==> src/rtl/alu_defs.sv <==
// Shared ALU definitions: word width and alusel opcode map used by every block
// that drives or shares the combinational ALU.
package alu_defs;

  localparam int WORD_WIDTH = 32;

  typedef logic [3:0] alusel_t;

  // Codes not listed here are undefined; the ALU answers them with res = 0, zero = 1.
  localparam alusel_t ALUSEL_ADD  = 4'h0;
  localparam alusel_t ALUSEL_SUB  = 4'h1;
  localparam alusel_t ALUSEL_AND  = 4'h2;
  localparam alusel_t ALUSEL_OR   = 4'h3;
  localparam alusel_t ALUSEL_XOR  = 4'h4;
  localparam alusel_t ALUSEL_SLL  = 4'h6;
  localparam alusel_t ALUSEL_SRL  = 4'h7;
  localparam alusel_t ALUSEL_SRA  = 4'h8;
  localparam alusel_t ALUSEL_SLT  = 4'h9;
  localparam alusel_t ALUSEL_SLTU = 4'hA;

  localparam alusel_t ALUSEL_DEFAULT = ALUSEL_ADD;

endpackage

==> src/rtl/rr_arbiter.sv <==
// Combinational round-robin arbiter: searches from ptr+1 (mod N) for the first
// asserted request and returns a one-hot grant plus its encoded index.
module rr_arbiter #(
  parameter int N     = 2,
  parameter int IDX_W = 2
) (
  input  logic [N-1:0]     req,
  input  logic [IDX_W-1:0] ptr,
  input  logic             en,
  output logic [N-1:0]     gnt,
  output logic [IDX_W-1:0] idx
);

  logic w_found;

  always_comb begin
    gnt     = '0;
    idx     = '0;
    w_found = 1'b0;
    // Offsets are scanned in priority order; k is compared rather than used as
    // an index so every select stays constant after unrolling.
    for (int off = 1; off <= N; off++) begin
      for (int k = 0; k < N; k++) begin
        if (en && !w_found && req[k] && (k == ((int'(ptr) + off) % N))) begin
          gnt[k]  = 1'b1;
          idx     = IDX_W'(k);
          w_found = 1'b1;
        end
      end
    end
  end

endmodule

==> src/rtl/alu_share_arb.sv <==
// Shares one combinational ALU between NUM_REQ requesters through a 2-stage
// pipeline (command, result). Define ALU_ARB_PRIO0_EN to give requester 0 absolute priority.
module alu_share_arb
  import alu_defs::*;
#(
  parameter int NUM_REQ = 2,
  parameter int ID_W    = 2
) (
  input  logic                          clk,
  input  logic                          nrst,
  input  logic [NUM_REQ-1:0]            req_valid,
  output logic [NUM_REQ-1:0]            req_ready,
  input  logic [NUM_REQ*WORD_WIDTH-1:0] req_opa,
  input  logic [NUM_REQ*WORD_WIDTH-1:0] req_opb,
  input  logic [NUM_REQ*4-1:0]          req_sel,
  output logic [WORD_WIDTH-1:0]         alu_opA,
  output logic [WORD_WIDTH-1:0]         alu_opB,
  output logic [3:0]                    alu_sel,
  input  logic [WORD_WIDTH-1:0]         alu_res,
  input  logic                          alu_zero,
  output logic                          rsp_valid,
  input  logic                          rsp_ready,
  output logic [ID_W-1:0]               rsp_id,
  output logic [WORD_WIDTH-1:0]         rsp_res,
  output logic                          rsp_zero
);

  logic [ID_W-1:0]       r_ptr;
  logic                  r_cmd_vld_p0;
  logic [ID_W-1:0]       r_cmd_id_p0;
  logic [WORD_WIDTH-1:0] r_cmd_a_p0;
  logic [WORD_WIDTH-1:0] r_cmd_b_p0;
  alusel_t               r_cmd_sel_p0;
  logic                  r_rsp_vld_p1;
  logic [ID_W-1:0]       r_rsp_id_p1;
  logic [WORD_WIDTH-1:0] r_rsp_res_p1;
  logic                  r_rsp_zero_p1;

  logic                  w_stall;
  logic                  w_accept;
  logic                  w_ptr_upd;
  logic [NUM_REQ-1:0]    w_gnt;
  logic [ID_W-1:0]       w_win_idx;
  logic [NUM_REQ-1:0]    w_rr_req;
  logic                  w_rr_en;
  logic [NUM_REQ-1:0]    w_rr_gnt;
  logic [ID_W-1:0]       w_rr_idx;
  logic [WORD_WIDTH-1:0] w_win_a;
  logic [WORD_WIDTH-1:0] w_win_b;
  alusel_t               w_win_sel;

  assign w_stall = r_rsp_vld_p1 & ~rsp_ready;

  rr_arbiter #(
    .N     (NUM_REQ),
    .IDX_W (ID_W)
  ) u_rr_arbiter (
    .req (w_rr_req),
    .ptr (r_ptr),
    .en  (w_rr_en),
    .gnt (w_rr_gnt),
    .idx (w_rr_idx)
  );

`ifdef ALU_ARB_PRIO0_EN
  // Requester 0 bypasses the rotation; the others share the pointer among themselves.
  assign w_rr_req  = {req_valid[NUM_REQ-1:1], 1'b0};
  assign w_rr_en   = ~w_stall & ~req_valid[0];
  assign w_gnt     = (~w_stall & req_valid[0]) ? NUM_REQ'(1) : w_rr_gnt;
  assign w_win_idx = req_valid[0] ? '0 : w_rr_idx;
  assign w_ptr_upd = |w_rr_gnt;
`else
  assign w_rr_req  = req_valid;
  assign w_rr_en   = ~w_stall;
  assign w_gnt     = w_rr_gnt;
  assign w_win_idx = w_rr_idx;
  assign w_ptr_upd = |w_rr_gnt;
`endif

  assign w_accept  = |w_gnt;
  assign req_ready = w_gnt;

  // One-hot mux of the winner's packed fields.
  always_comb begin
    w_win_a   = '0;
    w_win_b   = '0;
    w_win_sel = ALUSEL_DEFAULT;
    for (int i = 0; i < NUM_REQ; i++) begin
      if (w_gnt[i]) begin
        w_win_a   = req_opa[i*WORD_WIDTH +: WORD_WIDTH];
        w_win_b   = req_opb[i*WORD_WIDTH +: WORD_WIDTH];
        w_win_sel = req_sel[i*4 +: 4];
      end
    end
  end

  // Stage p0: granted command register
  always_ff @(posedge clk or negedge nrst) begin
    if (!nrst) begin
      r_ptr        <= ID_W'(NUM_REQ - 1);
      r_cmd_vld_p0 <= 1'b0;
      r_cmd_id_p0  <= '0;
      r_cmd_a_p0   <= '0;
      r_cmd_b_p0   <= '0;
      r_cmd_sel_p0 <= ALUSEL_DEFAULT;
    end else begin
      if (w_ptr_upd) begin
        r_ptr <= w_win_idx;
      end
      if (!w_stall) begin
        r_cmd_vld_p0 <= w_accept;
        if (w_accept) begin
          r_cmd_id_p0  <= w_win_idx;
          r_cmd_a_p0   <= w_win_a;
          r_cmd_b_p0   <= w_win_b;
          r_cmd_sel_p0 <= w_win_sel;
        end
      end
    end
  end

  assign alu_opA = r_cmd_a_p0;
  assign alu_opB = r_cmd_b_p0;
  assign alu_sel = r_cmd_vld_p0 ? r_cmd_sel_p0 : ALUSEL_DEFAULT;

  // Stage p1: ALU result register
  always_ff @(posedge clk or negedge nrst) begin
    if (!nrst) begin
      r_rsp_vld_p1  <= 1'b0;
      r_rsp_id_p1   <= '0;
      r_rsp_res_p1  <= '0;
      r_rsp_zero_p1 <= 1'b0;
    end else if (!w_stall) begin
      r_rsp_vld_p1  <= r_cmd_vld_p0;
      r_rsp_id_p1   <= r_cmd_id_p0;
      r_rsp_res_p1  <= alu_res;
      r_rsp_zero_p1 <= alu_zero;
    end
  end

  assign rsp_valid = r_rsp_vld_p1;
  assign rsp_id    = r_rsp_id_p1;
  assign rsp_res   = r_rsp_res_p1;
  assign rsp_zero  = r_rsp_zero_p1;

endmodule
==> config.mk <==
export PLATFORM = sky130hd
export DESIGN_NAME = alu_share_arb
export DESIGN_NICKNAME = d
export VERILOG_FILES = /design/src/rtl/alu_defs.sv /design/src/rtl/rr_arbiter.sv /design/src/rtl/alu_share_arb.sv
export SDC_FILE = /design/constraint.sdc
export NUM_CORES = 1
export LEC_CHECK = 0
export CORE_MARGIN = 2
export CORE_UTILIZATION = 41
export CTS_BUF_LIST = sky130_fd_sc_hd__clkbuf_4
export CTS_CLUSTER_SIZE = 12
export DETAILED_ROUTE_END_ITERATION = 8
export PLACE_DENSITY_LB_ADDON = 0.15
export RECOVER_POWER = 25
export SYNTH_ARGS = -nofsm -noshare
export SYNTH_HDL_FRONTEND = slang
export SYNTH_SLANG_ARGS = --single-unit
export TNS_END_PERCENT = 50
==> constraint.sdc <==
create_clock -name clk -period 3.52 [get_ports clk]
set_input_delay 0.528 -clock clk [delete_from_list [all_inputs] [get_ports clk]]
set_output_delay 0.528 -clock clk [all_outputs]
set_load 0.02 [all_outputs]
==> results.yml <==
run_status:
  status: "finished with violations"
  failed_checks: "capacitance limit, slew limit"
detailed_routing:
  wl_per_cell_um: 18.58
  dr.first_iter.drc_count: 248
  finalWirelength_mm: 14.96
  drc: 0
  vias_per_cell: 5.276
  vias: 4247
  dr.pass1.iters: 4
  drtAntennaViolNets: 0
sta:
  hold_ws_ns: 0.1005
  max_freq_mhz: 391.8
  rsz0062_at_grt: "no"
  setup_viol: 0
  fin_crit_sh_pct: 72.52
  min_period_ns: 2.553
  tns_ns: 0
  slew_violations: 30
  hold_viol_final: 0
  slew_headroom_pct: -4.582
  worst_pin_slew_ns: 1.569
  fin_worst_skew_ns: 0.02065
logic_synthesis:
  yosysUniqueCellTypes: 20
  synthCells: 403
  syn_nets: 577
  ys_seq_area_share_pct: 57.87
  synth-seq-cells: 106
  syn_area_per_cell_um2: 11.38
  syn_area_um2: 4586
  ys_warn_count: 0
grt:
  grt_max_degree: 70
  grt_pass1_vias: 4393
  antenna_found_initial: 1
  grt_pass1_wl_mm: 22.58
  grt_usage_pct: 24.70
  overflow: 0
clock_network:
  cts_root_buffer: "clkbuf_4"
  numCtsBuffers: 9
  htreeDepth: 3
  insertion_delay_ns: 0.44
  clk_pin_slew_worst_paths_ns: 0.16
  post-cts-setup-buffer-count: 0
  cts_tree: "yes"
  cts_resized: 0
  clk_path_buf_depth: 2
  clock-sinks: 106
  cts_hold_buf: 0
layout:
  layout_commonest_cell: "clkdlybuf4s50_1"
  seqCellArea_um2: 2654
  fillers: 837
  drive_gt1_share_pct: 4.066
  final_cell_mix: "clkdlybuf4s50_1 (277), dfrtp_1 (105), nand2_1 (104), o21a_1 (68), a221o_1 (68)"
  final_nets: 833
  area_growth_pct: 64.45
  multi_input_area_um2: 1698
min_path:
  min_path_type: "primary input to async pin"
placement:
  portBuffers: 278
  place_congestion: 0.7589
  hpwl_mm: 10.70
floorplanning:
  row_count: 38
  io_pins: 280
  start_util_pct: 42.12
  die_h_um: 109.8
  die_x_um: 109.8
  die-area_um2: 12050
  core_area_um2: 10890
worst_setup_path:
  cp.required_ns: 2.99
  arrival_ns: 2.02
  path_max_fanout: 3
  ff2ff_path_depth: 4
  cp-startpoint: "rsp_ready"
  r2r-start: "r_ptr[0]"
  start_kind: "primary input"
  cp-end-kind: "primary output"
  path_class: "primary input to primary output"
power_and_ir_drop:
  irDropWorstVdd_v: 0.0002813
  cellLeakagePower_uw: 0.003216
  p_total_uw: 3764
  powerDensity_nw_per_um2: 499.2
flow_run:
  drv_cap: 1
-- metal layers --
metal / vias up / part of all wire (%) / GRT usage [%] / wire length [um]
li1: 1976 / - / - / -
met1: 2033 / 37 / 27.55 / 5543
met2: 207 / 50 / 42.37 / 7459
met3: 31 / 10 / 8.595 / 1498
met4: 0 / 3.0 / 11.30 / 452
met5: - / 0 / 0 / 0
-- logic make-up (layout without fill, tap and decap cells) --
family                 Yosys count  after routing  synth area share (%)
and+or+nand+nor                116            116                 10.23
AOI/OAI and AO/OA              140            140                 26.44
other                            1              2               0.08178
buffers and inverters           40            301                 5.375
DFF                            106            106                 57.87
-- power by group --
group          leakage [uW]  switching [uW]  total, uW  internal, uW
Sequential          0.00129             135       1580          1450
Clock             0.0000835             398        686           288
Combinational       0.00184             703       1490           791
-- per-stage QoR --
| stage | std cells | util [%] | area, um2 | worst slack [ns] |
|---|---|---|---|---|
| 3_5_place_dp | 788 | 67.82 | 7385 | 0.9741 |
| 4_1_cts | 804 | 69.31 | 7546 | 0.9578 |
| 6_report | 805 | 69.26 | 7541 | 0.9674 |
| 3_3_place_gp | 788 | 67.82 | 7385 | 0.9610 |
| 2_1_floorplan | 403 | - | 4586 | 1.696 |
| 5_1_grt | 805 | 69.26 | 7541 | 0.9366 |
-- layout make-up --
type | count | share of cell area (%)
multi-input cells | 257 | 22.52
repair buffers | 285 | 37.80
well taps | 140 | 2.323
clock buffers | 9 | 0.8960
flip-flops and latches | 106 | 35.19
diodes | 1 | 0.03318
clock inverters | 7 | 1.244
-- synthesized netlist by cell type --
cell type / instances / share of area (%)
and2_1: 4 / 0.55
nor2_1: 2 / 0.16
buf_4: 2 / 0.33
and2b_1: 1 / 0.16
clkbuf_1: 17 / 1.4
o21ai_0: 1 / 0.11
conb_1: 1 / 0.082
a31oi_1: 1 / 0.14
nand2_1: 104 / 8.5
dfstp_2: 1 / 0.57
and3_1: 2 / 0.27
nand2b_4: 1 / 0.30
o21a_1: 68 / 11
clkbuf_2: 1 / 0.11
buf_2: 10 / 1.1
nand2b_1: 2 / 0.27
dfrtp_1: 105 / 57
a221o_1: 68 / 15
a21oi_1: 2 / 0.22
buf_6: 10 / 2.5
-- critical path: stages --
cell             delay, ns
clkdlybuf4s50_1       0.52
nand2b_4              0.15
and3_2                0.21
clkdlybuf4s50_1       0.61
-- sequential cells by signal, summed over array words and instances (netlist names) --
name,flops
rsp_id,1
rsp_zero,1
r_cmd_vld_p0,1
r_cmd_id_p0,1
alu_opA,32
rsp_res,32
r_cmd_sel_p0,4
rsp_valid,1
alu_opB,32
r_ptr,1
-- path summary, 6_finish.rpt --
kind,end,slack (ns)
worst max-delay path,req_ready[1],0.97
worst min-delay path,rsp_res[14],0.10
worst max register to register,alu_opA[31],1.64
worst min register to register,rsp_res[28],0.48
max in group asynchronous,r_cmd_vld_p0,1.49
min in group clk,rsp_res[28],0.48
No activity file was read; power rests on OpenSTA's default activity.
